File: config.mk
export PLATFORM = sky130hd
export DESIGN_NAME = mc_ctrl
export DESIGN_NICKNAME = d
export VERILOG_FILES = /design/src/rtl/mc_ctrl_pkg.sv /design/src/rtl/mc_decode.sv /design/src/rtl/mc_ctrl.sv
export SDC_FILE = /design/constraint.sdc
export NUM_CORES = 1
export LEC_CHECK = 0
export ABC_AREA = 1
export BUFFER_PORTS_ARGS = -buffer_cell sky130_fd_sc_hd__buf_2
export CORE_ASPECT_RATIO = 0.75
export CORE_UTILIZATION = 45
export CTS_CLUSTER_DIAMETER = 50
export DETAILED_ROUTE_END_ITERATION = 6
export PLACE_DENSITY = 0.71
export SYNTH_ARGS = -nofsm -noshare
export SYNTH_HDL_FRONTEND = slang
export SYNTH_SLANG_ARGS = --single-unit
File: constraint.sdc
create_clock -name clk -period 3.7 [get_ports clk]
set_input_delay 0.37 -clock clk [delete_from_list [all_inputs] [get_ports clk]]
set_output_delay 0.37 -clock clk [all_outputs]
set_load 0.03 [all_outputs]
File: src/rtl/mc_ctrl_pkg.sv
// mc_ctrl_pkg: shared definitions for the multi-cycle control sequencer.
//   - one-hot opcode encodings (OPC_ADD, OPC_SW, OPC_LW)
//   - ALU operation code ALU_ADD
//   - sequencer state enum mc_state_t
//   - instruction field extraction helpers
package mc_ctrl_pkg;

    localparam logic [5:0] OPC_ADD = 6'b000001;
    localparam logic [5:0] OPC_SW  = 6'b000010;
    localparam logic [5:0] OPC_LW  = 6'b000100;

    localparam logic [1:0] ALU_ADD = 2'b00;

    typedef enum logic [2:0] {
        FETCH,
        DECODE,
        EXEC,
        MEM,
        WB
    } mc_state_t;

    function automatic logic [4:0] ir_rs(input logic [31:0] ir);
        return ir[25:21];
    endfunction

    function automatic logic [4:0] ir_rt(input logic [31:0] ir);
        return ir[20:16];
    endfunction

    function automatic logic [4:0] ir_rd(input logic [31:0] ir);
        return ir[15:11];
    endfunction

endpackage

File: src/rtl/mc_decode.sv
// mc_decode: combinational opcode classifier for the mc_ctrl sequencer.
// Ports:
//   ir       in  32 : instruction register contents
//   is_add   out 1  : opcode is ADD
//   is_sw    out 1  : opcode is SW
//   is_lw    out 1  : opcode is LW
//   illegal  out 1  : opcode is none of the above (incl. zero and multi-hot)
//   wr_sel   out 1  : write-back address select, 1 = rd (ADD), 0 = rt (LW)
module mc_decode
    import mc_ctrl_pkg::*;
#(
    parameter int unsigned OPC_W = 6
) (
    input  logic [31:0] ir,
    output logic        is_add,
    output logic        is_sw,
    output logic        is_lw,
    output logic        illegal,
    output logic        wr_sel
);

    logic [OPC_W-1:0] opc;
    logic             ir_low_unused;

    always_comb begin
        opc           = ir[31 -: OPC_W];
        ir_low_unused = ^ir[31-OPC_W:0];
    end

    // Exact compares: only a single recognised one-hot code is legal.
    always_comb begin
        is_add  = (opc == OPC_W'(OPC_ADD));
        is_sw   = (opc == OPC_W'(OPC_SW));
        is_lw   = (opc == OPC_W'(OPC_LW));
        illegal = ~(is_add | is_sw | is_lw);
        wr_sel  = is_add;
    end

endmodule

File: src/rtl/mc_ctrl.sv
// mc_ctrl: multi-cycle control sequencer (FETCH/DECODE/EXEC/MEM/WB) for the
// single-issue processor datapath. Accepts one instruction over a
// valid/ready handshake, latches it in IR and drives register-file, ALU,
// memory and write-back controls for each state.
// Ports:
//   clk, rst              : clock (rising edge), async active-high reset
//   instr_valid/ready     : instruction handshake
//   instruction [31:0]    : opc[31:26] rs[25:21] rt[20:16] rd[15:11] imm[15:0]
//   rs_addr, rt_addr      : register-file read addresses (from IR outside FETCH)
//   wr_addr, reg_write    : register-file write address / strobe (WB)
//   alu_src_imm, alu_op   : ALU operand-B select (EXEC) and operation (ADD)
//   mem_req, mem_we       : data-memory request / write (MEM)
//   mem_ack               : memory completion, honoured only in MEM
//   mem_to_reg            : write-back from memory data (LW in WB)
//   done, illegal, busy   : retire pulse, dropped-opcode pulse, not-in-FETCH
// Optional (macro MC_CTRL_PERF_EN):
//   retired_cnt, stall_cnt: retired instructions / MEM cycles without ack
module mc_ctrl
    import mc_ctrl_pkg::*;
#(
    parameter int unsigned OPC_W = 6,
    parameter int unsigned RA_W  = 5
) (
    input  logic            clk,
    input  logic            rst,
    input  logic            instr_valid,
    input  logic [31:0]     instruction,
    output logic            instr_ready,
    output logic [RA_W-1:0] rs_addr,
    output logic [RA_W-1:0] rt_addr,
    output logic [RA_W-1:0] wr_addr,
    output logic            reg_write,
    output logic            alu_src_imm,
    output logic [1:0]      alu_op,
    output logic            mem_req,
    output logic            mem_we,
    input  logic            mem_ack,
    output logic            mem_to_reg,
    output logic            done,
    output logic            illegal,
    output logic            busy
`ifdef MC_CTRL_PERF_EN
    ,
    output logic [31:0]     retired_cnt,
    output logic [31:0]     stall_cnt
`endif
);

    mc_state_t   state, nxt_state;
    logic [31:0] ir, nxt_ir;

    // Decode of the current IR drives state transitions.
    logic cur_add, cur_sw, cur_lw, cur_ill, cur_wr_sel_unused;
    // Decode of the next IR drives the registered outputs.
    logic nxt_add_unused, nxt_sw, nxt_lw, nxt_ill, nxt_wr_sel;

    mc_decode #(.OPC_W(OPC_W)) u_dec_cur (
        .ir      (ir),
        .is_add  (cur_add),
        .is_sw   (cur_sw),
        .is_lw   (cur_lw),
        .illegal (cur_ill),
        .wr_sel  (cur_wr_sel_unused)
    );

    mc_decode #(.OPC_W(OPC_W)) u_dec_nxt (
        .ir      (nxt_ir),
        .is_add  (nxt_add_unused),
        .is_sw   (nxt_sw),
        .is_lw   (nxt_lw),
        .illegal (nxt_ill),
        .wr_sel  (nxt_wr_sel)
    );

    logic cur_lw_unused;
    always_comb cur_lw_unused = cur_lw;

    // Next-state and next-IR logic.
    always_comb begin
        nxt_state = state;
        nxt_ir    = ir;
        unique case (state)
            FETCH: begin
                if (instr_valid) begin
                    nxt_state = DECODE;
                    nxt_ir    = instruction;
                end
            end
            DECODE:  nxt_state = cur_ill ? FETCH : EXEC;
            EXEC:    nxt_state = cur_add ? WB : MEM;
            MEM: begin
                if (mem_ack) begin
                    nxt_state = cur_sw ? FETCH : WB;
                end
            end
            WB:      nxt_state = FETCH;
            default: nxt_state = FETCH;
        endcase
    end

    // Outputs are a pure function of (state, IR). They are computed from
    // the next state/IR and registered, so after each edge they equal the
    // Moore decode of the registered state with no input-to-output path.
    logic            n_ready, n_busy, n_illegal, n_alu_src;
    logic            n_mem_req, n_mem_we, n_reg_write, n_mem_to_reg, n_done;
    logic [RA_W-1:0] n_rs, n_rt, n_wr;

    always_comb begin
        n_ready      = (nxt_state == FETCH);
        n_busy       = (nxt_state != FETCH);
        n_rs         = '0;
        n_rt         = '0;
        n_wr         = '0;
        n_illegal    = 1'b0;
        n_alu_src    = 1'b0;
        n_mem_req    = 1'b0;
        n_mem_we     = 1'b0;
        n_reg_write  = 1'b0;
        n_mem_to_reg = 1'b0;
        n_done       = 1'b0;
        if (nxt_state != FETCH) begin
            n_rs = RA_W'(ir_rs(nxt_ir));
            n_rt = RA_W'(ir_rt(nxt_ir));
        end
        unique case (nxt_state)
            DECODE: n_illegal = nxt_ill;
            EXEC:   n_alu_src = nxt_sw | nxt_lw;
            MEM: begin
                n_mem_req = 1'b1;
                n_mem_we  = nxt_sw;
            end
            WB: begin
                n_reg_write  = 1'b1;
                n_done       = 1'b1;
                n_mem_to_reg = nxt_lw;
                n_wr         = nxt_wr_sel ? RA_W'(ir_rd(nxt_ir))
                                          : RA_W'(ir_rt(nxt_ir));
            end
            default: ;
        endcase
    end

    logic wb_done;

    always_ff @(posedge clk or posedge rst) begin
        if (rst) begin
            state       <= FETCH;
            ir          <= '0;
            instr_ready <= 1'b1;
            busy        <= 1'b0;
            rs_addr     <= '0;
            rt_addr     <= '0;
            wr_addr     <= '0;
            illegal     <= 1'b0;
            alu_src_imm <= 1'b0;
            mem_req     <= 1'b0;
            mem_we      <= 1'b0;
            reg_write   <= 1'b0;
            mem_to_reg  <= 1'b0;
            wb_done     <= 1'b0;
        end else begin
            state       <= nxt_state;
            ir          <= nxt_ir;
            instr_ready <= n_ready;
            busy        <= n_busy;
            rs_addr     <= n_rs;
            rt_addr     <= n_rt;
            wr_addr     <= n_wr;
            illegal     <= n_illegal;
            alu_src_imm <= n_alu_src;
            mem_req     <= n_mem_req;
            mem_we      <= n_mem_we;
            reg_write   <= n_reg_write;
            mem_to_reg  <= n_mem_to_reg;
            wb_done     <= n_done;
        end
    end

    // SW retires in its acknowledged MEM cycle, so that one done term
    // follows mem_ack combinationally; it is gated by the registered state.
    always_comb begin
        alu_op = ALU_ADD;
        done   = wb_done | ((state == MEM) & cur_sw & mem_ack);
    end

`ifdef MC_CTRL_PERF_EN
    always_ff @(posedge clk or posedge rst) begin
        if (rst) begin
            retired_cnt <= '0;
            stall_cnt   <= '0;
        end else begin
            if (done) begin
                retired_cnt <= retired_cnt + 32'd1;
            end
            if ((state == MEM) && !mem_ack) begin
                stall_cnt <= stall_cnt + 32'd1;
            end
        end
    end
`endif

endmodule

==> results of run 1 <==
## worst paths after layout
kind / endpoint / slack [ns]
worst max-delay path: rt_addr[1] / 1.80
worst min-delay path: ir[21] / 0.26
worst max register to register: rt_addr[1] / 1.80
worst min register to register: ir[14] / 0.48
max in group asynchronous: illegal / 2.86
min in group clk: ir[11] / 0.29
## metal layers
metal,GRT usage,vias to the layer above
met2,0.233,47
met4,0.0952,0
met3,0.0400,7
li1,-,722
met5,0,-
met1,0.254,630
## logic make-up (layout without fill, tap and decap cells)
group,Yosys count,in the layout,share of synthesized area
flops,47,47,0.604
simple gates,108,108,0.267
buf+inv,35,84,0.0815
compound gates,16,16,0.0455
other cells,1,2,0.00192
## cells in the final DEF (no fill, tap or decap)
cell       instances
nor2_2             1
nor2_1            33
nand3_1           14
clkinv_2           1
inv_2              1
nand2_2            8
nand3_2            1
buf_2             48
o21bai_1           1
nand2_1           34
dfrtp_1           46
inv_1             27
nor3b_1            1
o21ai_0           10
or2_2             10
conb_1             2
nand3b_1           1
bufinv_16          1
a21oi_1            3
a22oi_1            1
dfstp_2            1
nor2_4             4
o21ai_2            1
nand2_4            1
clkbuf_8           5
clkinv_4           1
## worst max-delay path, cell delays in order (launching register included)
cell,delay [ns]
dfrtp_1,0.43
nor2_4,0.24
nand2_4,0.20
inv_1,0.37
nor2_1,0.13
nand3_1,0.12
inv_1,0.19
nor2_1,0.15
## where the power goes
| group | internal [mW] | total, mW | switching (mW) | leakage, nW |
|---|---|---|---|---|
| Combinational | 0.260 | 0.846 | 0.586 | 0.651 |
| Clock | 0.201 | 0.371 | 0.170 | 0.0581 |
| Sequential | 0.711 | 0.786 | 0.0758 | 0.588 |
## stage by stage
stage | worst slack [ns] | cell area, sq um | hold WS (ns)
finish | 1.80 | 2320 | 0.264
global route | 1.57 | 2320 | 0.305
CTS | 1.78 | 2320 | 0.283
detailed placement | 1.71 | 2210 | 0.467
global placement | 1.71 | 2210 | 0.460
floorplan | 2.13 | 1950 | 0.445
## layout make-up
class / count / area, sq um / share of cell area
sequential: 47 / 1180 / 0.507
multi-input combinational: 126 / 618 / 0.266
timing repair buffer: 48 / 240 / 0.103
inverter: 28 / 105 / 0.0453
clock buffer: 5 / 68.8 / 0.0296
tap: 55 / 68.8 / 0.0296
clock inverter: 3 / 43.8 / 0.0189
==> run summary, run 1 <==
outcome = complete, no violations
fillcell total = 379
vias = 1406
Setup crit start kind = flop
met3 WL = 211 um
synth top area cells = dfrtp_1 (59%), nand2_1 (6.5%), nor2_1 (6.4%), inv_1 (5.4%), nand3_1 (3.6%)
gp weighted congestion = 0.749
critical path class = flop to flop
Max Cap Violations = 0
final hold vios = 0
Initial Utilization = 0.475
Top FF cell, synth = dfrtp_1
pin count of the biggest net entering global routing = 48
crit share post-route = 0.514
Tot Pwr = 2.00 mW
CP required = 3.93 ns
Mean Syn Cell Area = 9.42 sq um
Die X = 78.0 um
crit path from = state[2]
Worst Skew = 0.00836 ns
die area = 4600 sq um
met2 WL = 1.36 mm
H-tree depth = 2
sequential-to-total area share from yosys stat = 0.604
ANT cells = 0
# rows = 20
CTS resizes = 0
CTS buffer count = 5
Crit. End Element = flop
WL final = 3.46 mm
Core Region = 4100 sq um
FF+latch count, synth = 47
Crit path arrival time = 2.13 ns
hold_buf cts = 0
highest routed layer = met4
Rel. slew slack = 0.391
setup TNS = 0 ns
max reg flops = 21
final setup fails = 0
Syn Inst Count = 207
IO buf count = 48
Met1 Routed Length = 1.81 mm
Clock Root Buffer = clkbuf_8
Via density = 4.51
Post-synth EDFFs = 0
Worst Path Max Fanout = 22
PD cells = 863 nW/um^2
DRT Pass-1 Iters = 4
CTS tree = done
number of global-route vias before repair = 1270
post-synth top area share = 0.590
Biggest register = ir
fin util = 0.566
Cells after DPL = 304
FMAX = 525 MHz
layout cells sized above 1 = 0.327
drc violations = 0
min Tclk post-route = 1.90 ns
worst r2r src = state[2]
wire length per cell = 11.1 um
Slew Viols, Final = 0
DP HPWL = 2.49 mm
Async SR Flop Fraction = 1.00
Yosys top cell by area = dfrtp_1
die span in y = 59.0 um
io pins = 62
gr ovfl total = 0
Antenna Nets Post-Route = 0
GRT Total Usage = 0.171
global-route wire length before repair = 5.84 mm
Cell Area, Synth = 1950 sq um
top-count cell post-synth = dfrtp_1
worst r2r path cells = 7
clock-pin transition on the worst setup and hold timing paths = 0.09 ns
Worst Tran Pin Value = 0.912 ns
synthesis-to-layout area growth = 19.1%
clk_lat worst skew = 0.30 ns
top post-synthesis cells by count = dfrtp_1 (46), nand2_1 (34), nor2_1 (33)
Worst Hold Class = input port to asynchronous set/reset pin
RSZ-0062 raised after global routing = false
Sink Count = 47
initial antenna violation count = 0
static leakage = 1.30 nW
peak supply drop = 0.357 mV
Final Non-Filler Cells = 312
1st-iter DRT viols = 65
NumNets Final = 292
unique cell type count in the Yosys netlist = 24
CTS Buffer Depth = 2
YS warnings = 0
Post-CTS Setup Inserts = 0
No activity file was read; power rests on OpenSTA's default activity.
==> inputs of run 2 (changes only) <==
PLACE_DENSITY = 0.74   (was 0.71)
clock period = 1.7 ns   (was 3.7 ns; I/O delays follow)
==> run summary, run 2 (synthesized netlist as in run 1, its figures left out) <==
Slew Viols, Final = 0 (unchanged)
peak supply drop = 0.907 mV (+150%)
Post-DP Area = 2270 sq um (+2.7%)
final setup fails = 0 (unchanged)
vias = 1398 (-0.57%)
CTS buffer count = 5 (unchanged)
most common cell after layout, fill and taps aside = buf_2
io pins = 62 (unchanged)
CP required = 1.53 ns (-2.40 ns)
M3 GR Usage = 0.0554 (+0.0154)
Worst Tran Pin Value = 0.575 ns (-0.337 ns)
static leakage = 1.34 nW (+2.9%)
die area = 4600 sq um (unchanged)
Setup crit start kind = flop
ANT cells = 0 (unchanged)
hold_buf cts = 0 (unchanged)
global-route wire length before repair = 6.08 mm (+4.0%)
crit-path cells = inv_1 > nand3_1 > nor2_1 > inv_1 > o21bai_1 > buf_2
hold slack = 0.00656 ns (-0.257 ns)
critical path class = flop to primary output
final instance area = 2400 sq um (+3.3%)
crit share post-route = 0.939
number of global-route vias before repair = 1348 (+6.1%)
IO buf count = 48 (unchanged)
DP HPWL = 2.57 mm (+3.4%)
WL final = 3.59 mm (+3.9%)
Max Cap Violations = 0 (unchanged)
gr ovfl total = 0 (unchanged)
Worst Path Max Fanout = 3 (-86%)
CTS tree = done
H-tree depth = 2 (unchanged)
Crit path arrival time = 1.43 ns (-0.70 ns)
Critical-path top delay cell = dfrtp_1
Die X = 78.0 um (unchanged)
CP Buf/Inv Count = 3 (+1)
GRT Total Usage = 0.178 (+0.00704)
FMAX = 626 MHz
CP most frequent cell = inv_1
final hold vios = 0 (unchanged)
PD cells = 1860 nW/um^2 (+120%)
Tot Pwr = 4.47 mW (+120%)
clock-pin transition on the worst setup and hold timing paths = 0.08 ns (about the same)
Via density = 4.36 (-3.4%)
clk_lat worst skew = 0.29 ns (about the same)
RSZ-0062 raised after global routing = false
Initial Utilization = 0.475 (unchanged)
layout cells sized above 1 = 0.357 (+0.0303)
Worst Hold Class = input port to asynchronous set/reset pin
CTS Buffer Depth = 2 (unchanged)
wire length per cell = 11.2 um (+0.97%)
Worst Skew = 0.00624 ns (-0.00212 ns)
initial antenna violation count = 0 (unchanged)
met2 usage = 0.273 (+0.0405)
1st-iter DRT viols = 63 (-3.1%)
drc violations = 0 (unchanged)
routing usage on met1 = 0.251 (-0.00356)
die span in y = 59.0 um (unchanged)
Biggest register = ir
NumNets Final = 301 (+3.1%)
outcome = complete, no violations
DRT Pass-1 Iters = 4 (unchanged)
pin count of the biggest net entering global routing = 48 (unchanged)
setup TNS = 0 ns (unchanged)
gp weighted congestion = 0.777 (+3.8%)
Clock Root Buffer = clkbuf_8
Top Usage Layer GRT = met2
synthesis-to-layout area growth = 23.0%
commonest non-fill, non-tap cells in the layout = buf_2 (48), dfrtp_1 (46), nand2_1 (34)
Sink Count = 47 (unchanged)
Crit. End Element = primary output
crit-path max cell delay = 0.43 ns (about the same)
max reg flops = 21 (unchanged)
Core Region = 4100 sq um (unchanged)
Rel. slew slack = 0.617 (+0.225)
Reg2Reg Setup Slack = 0.16 ns (-1.64 ns)
# rows = 20 (unchanged)
min Tclk post-route = 1.60 ns
Antenna Nets Post-Route = 0 (unchanged)
Top Family by Delay on Critical Path = flip-flops
run 2: changes by cell type in the layout (fill, tap and decap cells not counted), sizes merged:
cell and delta:
buf +9, bufinv -1, clkbuf +3, clkinv -2
run 2: where the power goes:
part           internal (mW)  switching, mW  total (mW)
clock network          0.371          0.336       0.707
registers               1.55          0.178        1.72
logic                  0.708           1.33        2.04
run 2: final cells by class:
class                   count  area, sq um
multi-input cells         126          641
fillers                   377         1700
flip-flops and latches     47         1180
inverters                  28          105
well taps                  55         68.8
repair buffers             57          308
clock buffers               8          100
run 2: layer usage:
metal / routed length (um) / vias to the layer above
met5: 0 / -
met4: 13 / 0
met3: 197 / 2
met2: 1530 / 44
met1: 1840 / 614
li1: - / 738
run 2: final timing paths:
check,cells past startpoint,start,endpoint
setup / recovery,6,state[2],done
hold / removal,3,rst,wb_done
setup reg to reg,7,state[1],rs_addr[4]
hold reg to reg,2,ir[12],ir[12]
max in group asynchronous,3,rst,ir[15]
min in group clk,3,instruction[14],ir[14]
run 2: timing repair:
action | in CTS | in global routing
endpoints found under the hold margin | 0 | 0
resized for setup | 0 | 5
setup endpoints to repair | 0 | 13
buffers inserted | 0 | 1
run 2: worst reg2reg max path, cell delays in order, from the launching register on:
cell and delay, ns:
dfrtp_1 0.44, nor2_4 0.06, nand2_4 0.13, inv_1 0.14
buf_4 0.20, or2_2 0.27, o21ai_0 0.11, nor2_1 0.08
run 2: per-stage QoR:
step	setup WS (ns)	utilization	std cells
detailed placement	0.0856	0.553	312
global route	0.0155	0.585	321
global placement	0.118	0.553	312
finish	0.103	0.585	321
floorplan	0.235	-	208
CTS	0.0660	0.577	320
